`src/rtl/cpu_pkg.sv`:
```
// Shared CPU constants and the memory dump FSM state type.
// Imported by the memory read-back logic that sits beside the CPU memory.
package cpu_pkg;

   localparam int unsigned CPU_DATA_W    = 8;
   localparam int unsigned CPU_ADDR_W    = 5;
   localparam int unsigned CPU_MEM_DEPTH = 32;

   typedef enum logic [2:0] {
      StIdle,
      StRead,
      StWait,
      StSend,
      StFin
   } dump_state_e;

endpackage

```
`src/rtl/mem_dump_streamer.sv`:
```
// Streams a window of the halted CPU's memory out over a valid/ready byte interface.
// One synchronous memory read per byte: READ issues it, WAIT captures it, SEND offers it.
module mem_dump_streamer
   import cpu_pkg::*;
#(
   parameter int unsigned DATA_W = CPU_DATA_W,
   parameter int unsigned ADDR_W = CPU_ADDR_W,
   parameter int unsigned DEPTH  = CPU_MEM_DEPTH
) (
   input  logic              clock,
   input  logic              reset,
   input  logic              start,
   input  logic              halted,
   input  logic [ADDR_W-1:0] base_addr,
   input  logic [ADDR_W:0]   length,
   output logic              mem_rd_en,
   output logic [ADDR_W-1:0] mem_addr,
   input  logic [DATA_W-1:0] mem_rdata,
   output logic [DATA_W-1:0] out_data,
   output logic              out_valid,
   input  logic              out_ready,
   output logic              out_last,
   output logic              busy,
   output logic              done,
   output logic              abort
);

   localparam logic [ADDR_W:0]   LEN_MAX   = (ADDR_W + 1)'(DEPTH);
   localparam logic [ADDR_W:0]   REM_ONE   = {{ADDR_W{1'b0}}, 1'b1};
   localparam logic [ADDR_W-1:0] ADDR_ONE  = {{(ADDR_W - 1){1'b0}}, 1'b1};
   localparam logic [ADDR_W-1:0] ADDR_LAST = ADDR_W'(DEPTH - 1);

   dump_state_e       state_q, state_d;
   logic [ADDR_W-1:0] cur_q, cur_d;
   logic [ADDR_W:0]   rem_q, rem_d;
   logic [DATA_W-1:0] data_q, data_d;
   logic              abort_q, abort_d;

   always_ff @(posedge clock or negedge reset) begin
      if (!reset) begin
         state_q <= StIdle;
         cur_q   <= '0;
         rem_q   <= '0;
         data_q  <= '0;
         abort_q <= 1'b0;
      end else begin
         state_q <= state_d;
         cur_q   <= cur_d;
         rem_q   <= rem_d;
         data_q  <= data_d;
         abort_q <= abort_d;
      end
   end

   always_comb begin
      state_d = state_q;
      cur_d   = cur_q;
      rem_d   = rem_q;
      data_d  = data_q;
      abort_d = 1'b0;
      unique case (state_q)
         StIdle: begin
            if (start && halted) begin
               if (length == '0) begin
                  state_d = StFin;
               end else begin
                  cur_d   = base_addr;
                  // Out-of-range lengths dump the whole memory once.
                  rem_d   = (length > LEN_MAX) ? LEN_MAX : length;
                  state_d = StRead;
               end
            end
         end
         StRead: begin
            if (!halted) begin
               state_d = StIdle;
               abort_d = 1'b1;
            end else begin
               state_d = StWait;
            end
         end
         StWait: begin
            if (!halted) begin
               state_d = StIdle;
               abort_d = 1'b1;
            end else begin
               data_d  = mem_rdata;
               state_d = StSend;
            end
         end
         StSend: begin
            // A falling halt wins over a same-cycle handshake; that byte is dropped.
            if (!halted) begin
               state_d = StIdle;
               abort_d = 1'b1;
            end else if (out_ready) begin
               rem_d   = rem_q - REM_ONE;
               cur_d   = (cur_q == ADDR_LAST) ? '0 : cur_q + ADDR_ONE;
               state_d = (rem_q == REM_ONE) ? StFin : StRead;
            end
         end
         StFin: begin
            state_d = StIdle;
         end
         default: begin
            state_d = StIdle;
         end
      endcase
   end

   always_comb begin
      mem_rd_en = (state_q == StRead);
      mem_addr  = mem_rd_en ? cur_q : '0;
      out_valid = (state_q == StSend);
      out_data  = out_valid ? data_q : '0;
      out_last  = out_valid && (rem_q == REM_ONE);
      busy      = (state_q != StIdle);
      done      = (state_q == StFin);
      abort     = abort_q;
   end

endmodule

```
`config.mk`:
```
export PLATFORM = sky130hd
export DESIGN_NAME = mem_dump_streamer
export DESIGN_NICKNAME = d
export VERILOG_FILES = /design/src/rtl/cpu_pkg.sv /design/src/rtl/mem_dump_streamer.sv
export SDC_FILE = /design/constraint.sdc
export NUM_CORES = 1
export LEC_CHECK = 0
export CAP_MARGIN = 20
export CORE_ASPECT_RATIO = 0.9
export CORE_MARGIN = 5
export CORE_UTILIZATION = 42
export DETAILED_ROUTE_END_ITERATION = 6
export PLACE_DENSITY = 0.75
export SETUP_SLACK_MARGIN = 0.4
export SYNTH_ARGS = -nofsm -noshare
export SYNTH_HDL_FRONTEND = slang
export SYNTH_SLANG_ARGS = --single-unit
```
`constraint.sdc`:
```
create_clock -name clock -period 1.6 [get_ports clock]
set_input_delay 0.32 -clock clock [delete_from_list [all_inputs] [get_ports clock]]
set_output_delay 0.32 -clock clock [all_outputs]
set_load 0.02 [all_outputs]
```
==> impl_metrics.ini <==
[timing]
slew_viol_final = 0
maxClockFrequency_mhz = 562.3
timing.final.setup_violations = 37
post_route_skew_ns = 0.006604
slew-limit-headroom_pct = 77.54
report.final.hold_viol_count = 0
max_slew.worst_pin.slew_ns = 0.3341
period_minus_slack_ns = 1.778
timing.final.ws_setup_ns = -0.1783
setup_repair_after_global_routing_missed_its_margin = yes
timing.final.crit_share_pct = 111.1
setup_total_negative_slack_ns = -3.509

[critical_path]
critPathRequiredTime_ns = 1.28
max_stage_delay_ns = 0.45
worst_ep_arrival_time_ns = 1.46
crit-reg2reg-launch = state_q[0]
crit_buf_inv = 3
timing.critical_path.mode_cell = sky130_fd_sc_hd__buf_6
critical_path_s_slowest_cell = sky130_fd_sc_hd__dfrtp_2
crit_path_class = flop to output port
worstSetupStartpointType = flop
worst-r2r-cell-count = 7
startpoint = state_q[2]
critical_path_cell_list = nor3b_4 > buf_6 > buf_6 > and2_4 > buf_6
setup.worst_path.end_class = output port
timing.critical_path.max_delay_family = flip-flops
max_fanout_on_critical_path = 4
critical_path_cell_count = 5

[global_route]
grt_first_pass_wirelength_mm = 7.810
met2_usage_pct = 38.76
grt_max_degree = 24
global_route.peak_usage_layer = met2
grtUsageMet1_pct = 24.86
total_routing_usage_gr_pct = 21.38
antenna_found_initial = 0
via_count_of_the_first_global_routing_pass = 1608
grtUsageMet3_pct = 3.211
grt-ovfl-total = 0

[placement]
place_congestion = 0.8837
numPlacedInstances = 263
placed_area_sq_mm = 0.002235
io_buffers = 42
post-place-ws_ns = -0.4650
dp_hpwl_mm = 3.156

[floorplan]
row_count = 20
die-area_sq_mm = 0.004719
die_height_um = 65.67
boundaryPins = 43
core-area_sq_mm = 0.003353
die_width_um = 71.86
initial_utilization_pct = 43.13

[drt]
dr.first_iter.drc_count = 96
dr.pass1.iters = 4
finalWirelength_mm = 5.073
dr_total_vias = 1562
drt_drc_violations_left = 0
drt-vias-per-instance = 5.539
route.detailed.wl_per_inst_um = 17.99
drt.antenna.violating_nets = 0

[synth]
synth.lib_cells_used.distinct = 38
synth_top_family_by_area = simple AND/OR/NAND/NOR gates
synth-async-reset-ratio_pct = 100.0
seq_area_frac_synth_pct = 39.79
synth_compound_gate_area_share_pct = 15.57
mappedNetlistArea_sq_mm = 0.001446
number_of_enable_flip_flop_cells_after_synthesis = 0
synth.yosys.warnings = 0
synth_fp_nets = 176
yosys_register_bits = 23
avgSynthCellArea_sq_um = 9.773
post_synth_xor_area_fraction_pct = 0
synth-simple-area-share_pct = 23.88
yosys.area_share.adder_pct = 3.460
yosys-mux-area-fraction_pct = 10.81
synth_cells = 148
synthFlopType = sky130_fd_sc_hd__dfrtp_1

[clocking]
reg_clk_slew_reported_paths_ns = 0.09
max-clock-path-buffers = 2
numClockSinks = 23
clkLatencyLatePin_ns = 0.27
htreeDepth = 1
numCtsBuffers = 3
clock_tree.root_cell = sky130_fd_sc_hd__clkbuf_8
tritoncts_clock_tree = done

[run]
maxCapViolations = 0

[layout]
nNetsFinal = 267
area.sequential_sq_um = 579.3
layout-drive-gt1-share_pct = 55.04
finish.instance_area_sq_mm = 0.002610
n_antenna_cell = 0
multiInputGateArea_sq_um = 994.7
finalNonFillerCells = 282
final.fill_count = 205
area.growth.synth_to_final_pct = 80.45

[worst_hold_path]
timing.hold.worst.class = input port to asynchronous set/reset pin

[pwr]
post-layout-total-power_uw = 4104
total_leakage_power_uw = 0.001226
ir_drop_uv = 769.5
p_per_area_mw_per_mm2 = 1573

[run_status]
result_of_the_run = finished, violations left
failed_checks = setup timing
==> report_power, final <==
part | leakage, uW | internal, uW | switching, uW
Combinational | 0.000936 | 1480 | 1160
Sequential | 0.000267 | 852 | 228
Clock | 0.0000228 | 178 | 205
==> final timing paths <==
check	end	slack, ns
worst min register to register	data_q[6]	0.52
worst max register to register	cur_q[0]	-0.11
worst min-delay path	data_q[4]	0.41
max in group asynchronous	state_q[2]	0.92
worst max-delay path	mem_addr[3]	-0.18
min in group clock	rem_q[3]	0.44
==> cells by family after synthesis <==
kind of cell,Yosys count
AOI/OAI and AO/OA,30
adders and majority gates,4
buffers and inverters,19
DFF,23
muxes,13
and+or+nand+nor,59
==> final cells by class <==
class,count,area share [%]
Sequential cell,23,22.20
Multi-Input combinational cell,106,38.11
Tap cell,44,2.109
Clock buffer,4,1.726
Timing Repair Buffer,93,34.13
Inverter,12,1.726
==> registers in the layout, indices dropped and copies added (netlist names) <==
name and cells:
abort 1, state_q 3, cur_q 5, data_q 8, rem_q 6
==> synth_stat cells, drive strengths merged, types with 2 or more instances <==
cell type	n	area, sq um
o221ai	6	52.55
buf	6	45.04
o21ai	7	38.79
dfrtp	23	575.6
nor2	7	26.28
mux2	12	146.4
nor3	6	30.03
a31oi	4	25.02
nor3b	3	33.78
a21oi	6	30.03
and3	5	31.28
and2	14	87.58
inv	12	45.04
a32oi	3	26.28
ha	4	50.05
nor4	2	27.53
or2	2	12.51
nand2	13	48.80
==> layout by cell type (no fill, tap or decap), types with 2 or more instances in the layout <==
master and count:
sky130_fd_sc_hd__buf_6 34, sky130_fd_sc_hd__buf_4 33, sky130_fd_sc_hd__dfrtp_1 20, sky130_fd_sc_hd__clkdlybuf4s50_1 15, sky130_fd_sc_hd__and2_4 14, sky130_fd_sc_hd__nand2_1 13, sky130_fd_sc_hd__inv_1 11, sky130_fd_sc_hd__mux2_4 9
sky130_fd_sc_hd__o21ai_0 5, sky130_fd_sc_hd__o221ai_2 5, sky130_fd_sc_hd__a21oi_1 5, sky130_fd_sc_hd__dlygate4sd2_1 5, sky130_fd_sc_hd__and3_1 4, sky130_fd_sc_hd__nor3_1 4, sky130_fd_sc_hd__a31oi_1 4, sky130_fd_sc_hd__nor2_1 4
sky130_fd_sc_hd__mux2_2 3, sky130_fd_sc_hd__clkbuf_8 3, sky130_fd_sc_hd__dfrtp_2 3, sky130_fd_sc_hd__nor3b_4 2, sky130_fd_sc_hd__nor2_4 2, sky130_fd_sc_hd__nor3_4 2, sky130_fd_sc_hd__or2_1 2, sky130_fd_sc_hd__a32oi_1 2
sky130_fd_sc_hd__ha_1 2, sky130_fd_sc_hd__buf_2 2
==> metal layers <==
| layer | routed length, um | up-vias |
|---|---|---|
| li1 | - | 713 |
| met1 | 1985 | 772 |
| met2 | 2679 | 62 |
| met3 | 258 | 15 |
| met4 | 149 | 0 |
| met5 | 0 | - |
==> what timing repair did <==
item / in CTS / in global routing
pin swaps: 8 / 11
hold buffers: 0 / 0
resized for setup: 147 / 28
buffers inserted: 11 / 4
endpoints found under the setup margin: 41 / 40
cloned: 0 / 0
==> through the flow <==
step,hold WS (ns),util [%]
global placement,0.4914,66.64
detailed placement,0.4990,66.64
CTS,0.4145,73.43
floorplan,0.02441,-
finish,0.4093,77.84
global route,0.4539,77.84
Power figures use the tool's default switching activity.
==> patch 1: new RTL, same settings <==
The 5 states of `dump_state_e` get a Gray code encoding in 3 bits.
--- a/src/rtl/cpu_pkg.sv
+++ b/src/rtl/cpu_pkg.sv
@@ -7,11 +7,11 @@
    localparam int unsigned CPU_MEM_DEPTH = 32;
 
    typedef enum logic [2:0] {
-      StIdle,
-      StRead,
-      StWait,
-      StSend,
-      StFin
+      StIdle = 3'b000,
+      StRead = 3'b001,
+      StWait = 3'b011,
+      StSend = 3'b010,
+      StFin  = 3'b110
    } dump_state_e;
 
 endpackage
Function: no difference found for any inputs over 10 cycles, from zero or initial values and one cycle with reset low; not proved beyond that.
==> patch 1 against the unedited design <==
  * The flow still finishes with violations (setup timing)
  * Wire length down 3.7%
  * Largest cell class unchanged
  * Worst setup slack worse by 0.030 ns
  * Total power down 4.1%
  * Fmax down 1.6%
  * Sequential cell count unchanged
  * Largest power group unchanged
  * Cell area down 0.81%
  * Area after synthesis down 2.7%
  * Count of clock-buffer cells in the layout down 1
  * Highest routed layer unchanged
==> patch 1: results (changes against the unedited design) <==
outcome:
  status: "finished, violations left"
  violations: "setup timing"
global_route:
  track_usage_pct: 18.4  # -3.0 points
  grt_pass1_vias: 1549  # -3.7%
  grt_pass1_wl_mm: 6.84  # -12%
  grt_max_degree: 24  # unchanged
  antenna_found_initial: 0  # unchanged
synth:
  synth-async-reset-ratio_pct: 100  # unchanged
  synth-seq-area-share_pct: 40.9  # +1.1 points
  syn_nets: 176  # unchanged
  synthTopCellsByCount: "dfrtp_1 (23), o21ai_0 (15), and2_1 (14)"
  yosysUniqueCellTypes: 40  # +5.3%
  yosysWarnings: 0  # unchanged
  synthTopCellsByArea: "dfrtp_1 (41%), mux2_2 (8.0%), and2_1 (6.2%)"
final_layout:
  largestRegisters: "data_q (8), rem_q (6), cur_q (5)"
  fin_nets: 265  # -0.75%
  fill_cells: 212  # +3.4%
  drive_gt1_share_pct: 56.4  # +1.3 points
  diodes: 0  # unchanged
critical_path:
  r2r_cells: 6  # -1
  crit_fanout: 2  # -2
  cp_slowest_cell: "or3b_4"
  rr_startpoint: "state_q[0]"
  cpPeakStageDelay_ns: 0.45  # about the same
  rrSetupSlack_ns: -0.16  # -0.05 ns
  r2r_end: "rem_q[1]"
  arrival_ns: 1.49  # +0.03 ns
placement:
  finalWeightedCongestion: 0.788  # -11%
  place_hpwl_mm: 2.83  # -10%
  io_buffers: 42  # unchanged
timing:
  finClkSkew_ns: 0.00549  # -0.00112 ns
  layout_setup_ws_ns: -0.208  # -0.0298 ns
  whs_ns: 0.385  # -0.0239 ns
  maxSlewHeadroom_pct: 79.6  # +2.1 points
  finalSetupViolCount: 30  # -19%
power_and_ir_drop:
  ir_drop_uv: 988  # +28%
  leakagePower_nw: 1.18  # -3.5%
routing:
  dr.pass1.iters: 4  # unchanged
  post_drt_wl_per_cell_um: 17.4  # -3.0%
  vias: 1547  # -0.96%
  drtIter0Drc: 54  # -44%
min_path:
  hold_path_class: "in2async"
clocking:
  clockRootBuffer: "clkbuf_8"
  cts.clk_slew.worst_paths_ns: 0.09  # about the same
  cts_made_buffers: 3  # unchanged
  clock_latency_ns: 0.28
  clockBufferDepth: 2  # unchanged
  htree_levels: 1  # unchanged
patch 1: how the worst max path moves through the flow:
stage,startpoint,endpoint,slack [ns]
2_1_floorplan,state_q[2],out_data[0],-0.09
3_3_place_gp,halted,rem_q[2],-0.45
3_5_place_dp,halted,rem_q[5],-0.47
4_1_cts,state_q[0],out_last,-0.17
5_1_grt,state_q[2],out_last,-0.24
6_report,state_q[0],out_last,-0.21
patch 1: cell families after synthesis:
| logic type | Yosys count | share of synthesized area (%) |
|---|---|---|
| AND/OR/NAND/NOR | 58 | 23.8 |
| AO/OA/AOI/OAI | 37 | 16.2 |
| flip-flops | 23 | 40.9 |
| buffers and inverters | 14 | 6.13 |
| multiplexers | 12 | 9.42 |
| adder cells (fa/ha/maj) | 4 | 3.56 |
patch 1: timing repair:
item                                    4_1_cts  5_1_grt
endpoints found under the hold margin         0        0
hold buffers                                  0        0
buffers inserted                             10        7
pin swaps                                    10       14
endpoints found under the setup margin       41       40
resized for setup                           144       37
gates cloned                                  1        0
patch 1: report_power, final:
group	switching (W)	internal (W)
logic	0.00117	0.00131
clock network	0.000205	0.000175
registers	0.000236	0.000836
patch 1: critical path: cells and delay by family (launching register included):
kind	cells	cell delay, ns
buf+inv	2	0.29
flops	1	0.41
simple gates	2	0.53
patch 1: per-layer routing:
metal	vias to the layer above	global-route usage, %	wire length [um]
li1	710	-	-
met1	777	22.0	1990
met2	51	32.4	2500
met3	9	4.81	286
met4	0	5.16	114
met5	-	0	0
patch 1: area by class of cell:
class	instances	area, um2	share of cell area [%]
Timing Repair Buffer	94	887	34.3
Sequential cell	23	576	22.2
Multi-Input combinational cell	111	1000	38.7
Inverter	4	22.5	0.870
Tap cell	44	55.1	2.13
Clock inverter	1	5.00	0.193
Clock buffer	3	41.3	1.59
patch 1: per-stage QoR:
step	instances	setup WS [ns]	TNS, ns	cell area [um2]	utilization (%)
6_report	280	-0.208	-3.98	2590	78.4
5_1_grt	280	-0.239	-5.34	2590	78.4
3_3_place_gp	258	-0.452	-11.03	2160	65.5
2_1_floorplan	148	-0.0943	-0.807	1500	-
4_1_cts	273	-0.172	-2.60	2400	72.6
3_5_place_dp	258	-0.470	-12.16	2160	65.5
==> patch 2: new RTL, same settings <==
Without the edit above. Set the package constant `CPU_DATA_W` to 12 (it was 8).
--- a/src/rtl/cpu_pkg.sv
+++ b/src/rtl/cpu_pkg.sv
@@ -2,7 +2,7 @@
 // Imported by the memory read-back logic that sits beside the CPU memory.
 package cpu_pkg;
 
-   localparam int unsigned CPU_DATA_W    = 8;
+   localparam int unsigned CPU_DATA_W    = 12;
    localparam int unsigned CPU_ADDR_W    = 5;
    localparam int unsigned CPU_MEM_DEPTH = 32;
 
Ports: changed (resized mem_rdata and out_data); port bits go from 43 to 51. No check against the original RTL was run, so the function may have changed too.
==> patch 2 against the unedited design <==
  * The run still ends with setup timing left
  * Worst setup slack lost 0.083 ns
  * Sequential cell count rose by 4
  * Global-route usage is 1.6 points lower
  * Total power up 15%
  * Area after synthesis up 14%
  * Cell area increased by 17%
  * Wire length is 15% higher
  * Register-to-register slack worse by 0.02 ns
  * Via count increased by 13%
  * Highest routed layer unchanged
  * Count of clock-buffer cells in the layout unchanged
==> patch 2: results (changes against the unedited design) <==
timing:
  setup_tns_ns: -4.31  # -0.799 ns
  finalSetupViolCount: 31  # -16%
  finClkSkew_ns: 0.00845  # +0.00184 ns
  layout_setup_ws_ns: -0.261  # -0.0827 ns
  worst_slew_pin_slew_ns: 0.391  # +0.0573 ns
outcome:
  violations: "setup timing"
  status: "finished, violations left"
final_layout:
  drive_gt1_share_pct: 59.1  # +4.1 points
  largestRegisters: "data_q (12), rem_q (6), cur_q (5)"
  fill_cells: 220  # +7.3%
  fin_nets: 302  # +13%
power_and_ir_drop:
  power_frac_clock_pct: 8.4  # -0.9 points
  combPwrFrac_pct: 65.6  # +1.3 points
  intPower_w: 0.00294  # +17%
  leakagePower_nw: 1.37  # +11%
placement:
  place_ws_ns: -0.576  # -0.111 ns
  io_buffers: 50  # +19%
  placed_cell_area_um2: 2610  # +17%
  dp_cells: 289  # +9.9%
  place_hpwl_mm: 3.92  # +24%
critical_path:
  arrival_ns: 1.54  # +0.08 ns
global_route:
  grt_max_degree: 28  # +17%
  track_usage_pct: 19.8  # -1.6 points
  grt_pass1_wl_mm: 8.60  # +10%
synth:
  synthTopCellsByArea: "dfrtp_1 (41%), mux2_2 (8.2%), and2_1 (7.6%)"
  yosysUniqueCellTypes: 45  # +18%
routing:
  post_drt_wl_per_cell_um: 18.6  # +3.2%
  vias_per_cell: 5.59  # +0.93%
  drtIter0Drc: 66  # -31%
  vias: 1761  # +13%
min_path:
  whs_path_depth: 4
[patch 2: logic make-up (layout without fill, tap and decap cells)]
family                     Yosys count  after routing  share of synthesized area (%)
muxes                               12             12                           8.18
adders and majority gates            4              4                           3.03
AOI/OAI and AO/OA                   43             43                           21.0
DFF                                 27             27                           40.9
buffers and inverters               15            121                           3.56
and+or+nand+nor                     62             62                           23.4
[patch 2: cell type report]
cell class	instances	share of cell area (%)
Multi-Input combinational cell	121	39.2
Timing Repair Buffer	110	34.3
Sequential cell	27	22.1
Tap cell	46	1.88
Clock buffer	4	1.47
Inverter	6	0.818
Timing Repair inverter	1	0.245
[patch 2: worst max-delay path, stage by stage (launching register included)]
cell	delay [ns]
dfrtp_1	0.41
nand3b_1	0.28
inv_4	0.15
buf_6	0.11
buf_6	0.08
and2_4	0.13
buf_6	0.11
[patch 2: what timing repair did]
action                                  4_1_cts  5_1_grt
pin swaps                                    13       17
gates cloned                                  1        0
resized for setup                           160       42
endpoints found under the setup margin       50       48
setup buffers                                13        8
[patch 2: worst paths after layout]
kind | endpoint | slack, ns
worst max-delay path | out_data[3] | -0.26
worst min-delay path | rem_q[3] | 0.39
worst min register to register | data_q[10] | 0.52
max in group asynchronous | abort | 0.91
min in group asynchronous | rem_q[3] | 0.40
worst max register to register | rem_q[2] | -0.13
[patch 2: per-layer routing]
metal / vias to the layer above / part of all wire, % / GRT usage (%)
met5: - / 0 / 0
met4: 0 / 1.6 / 6.21
met2: 72 / 50 / 34.2
met3: 10 / 5.5 / 5.32
met1: 853 / 42 / 23.8
li1: 826 / - / -
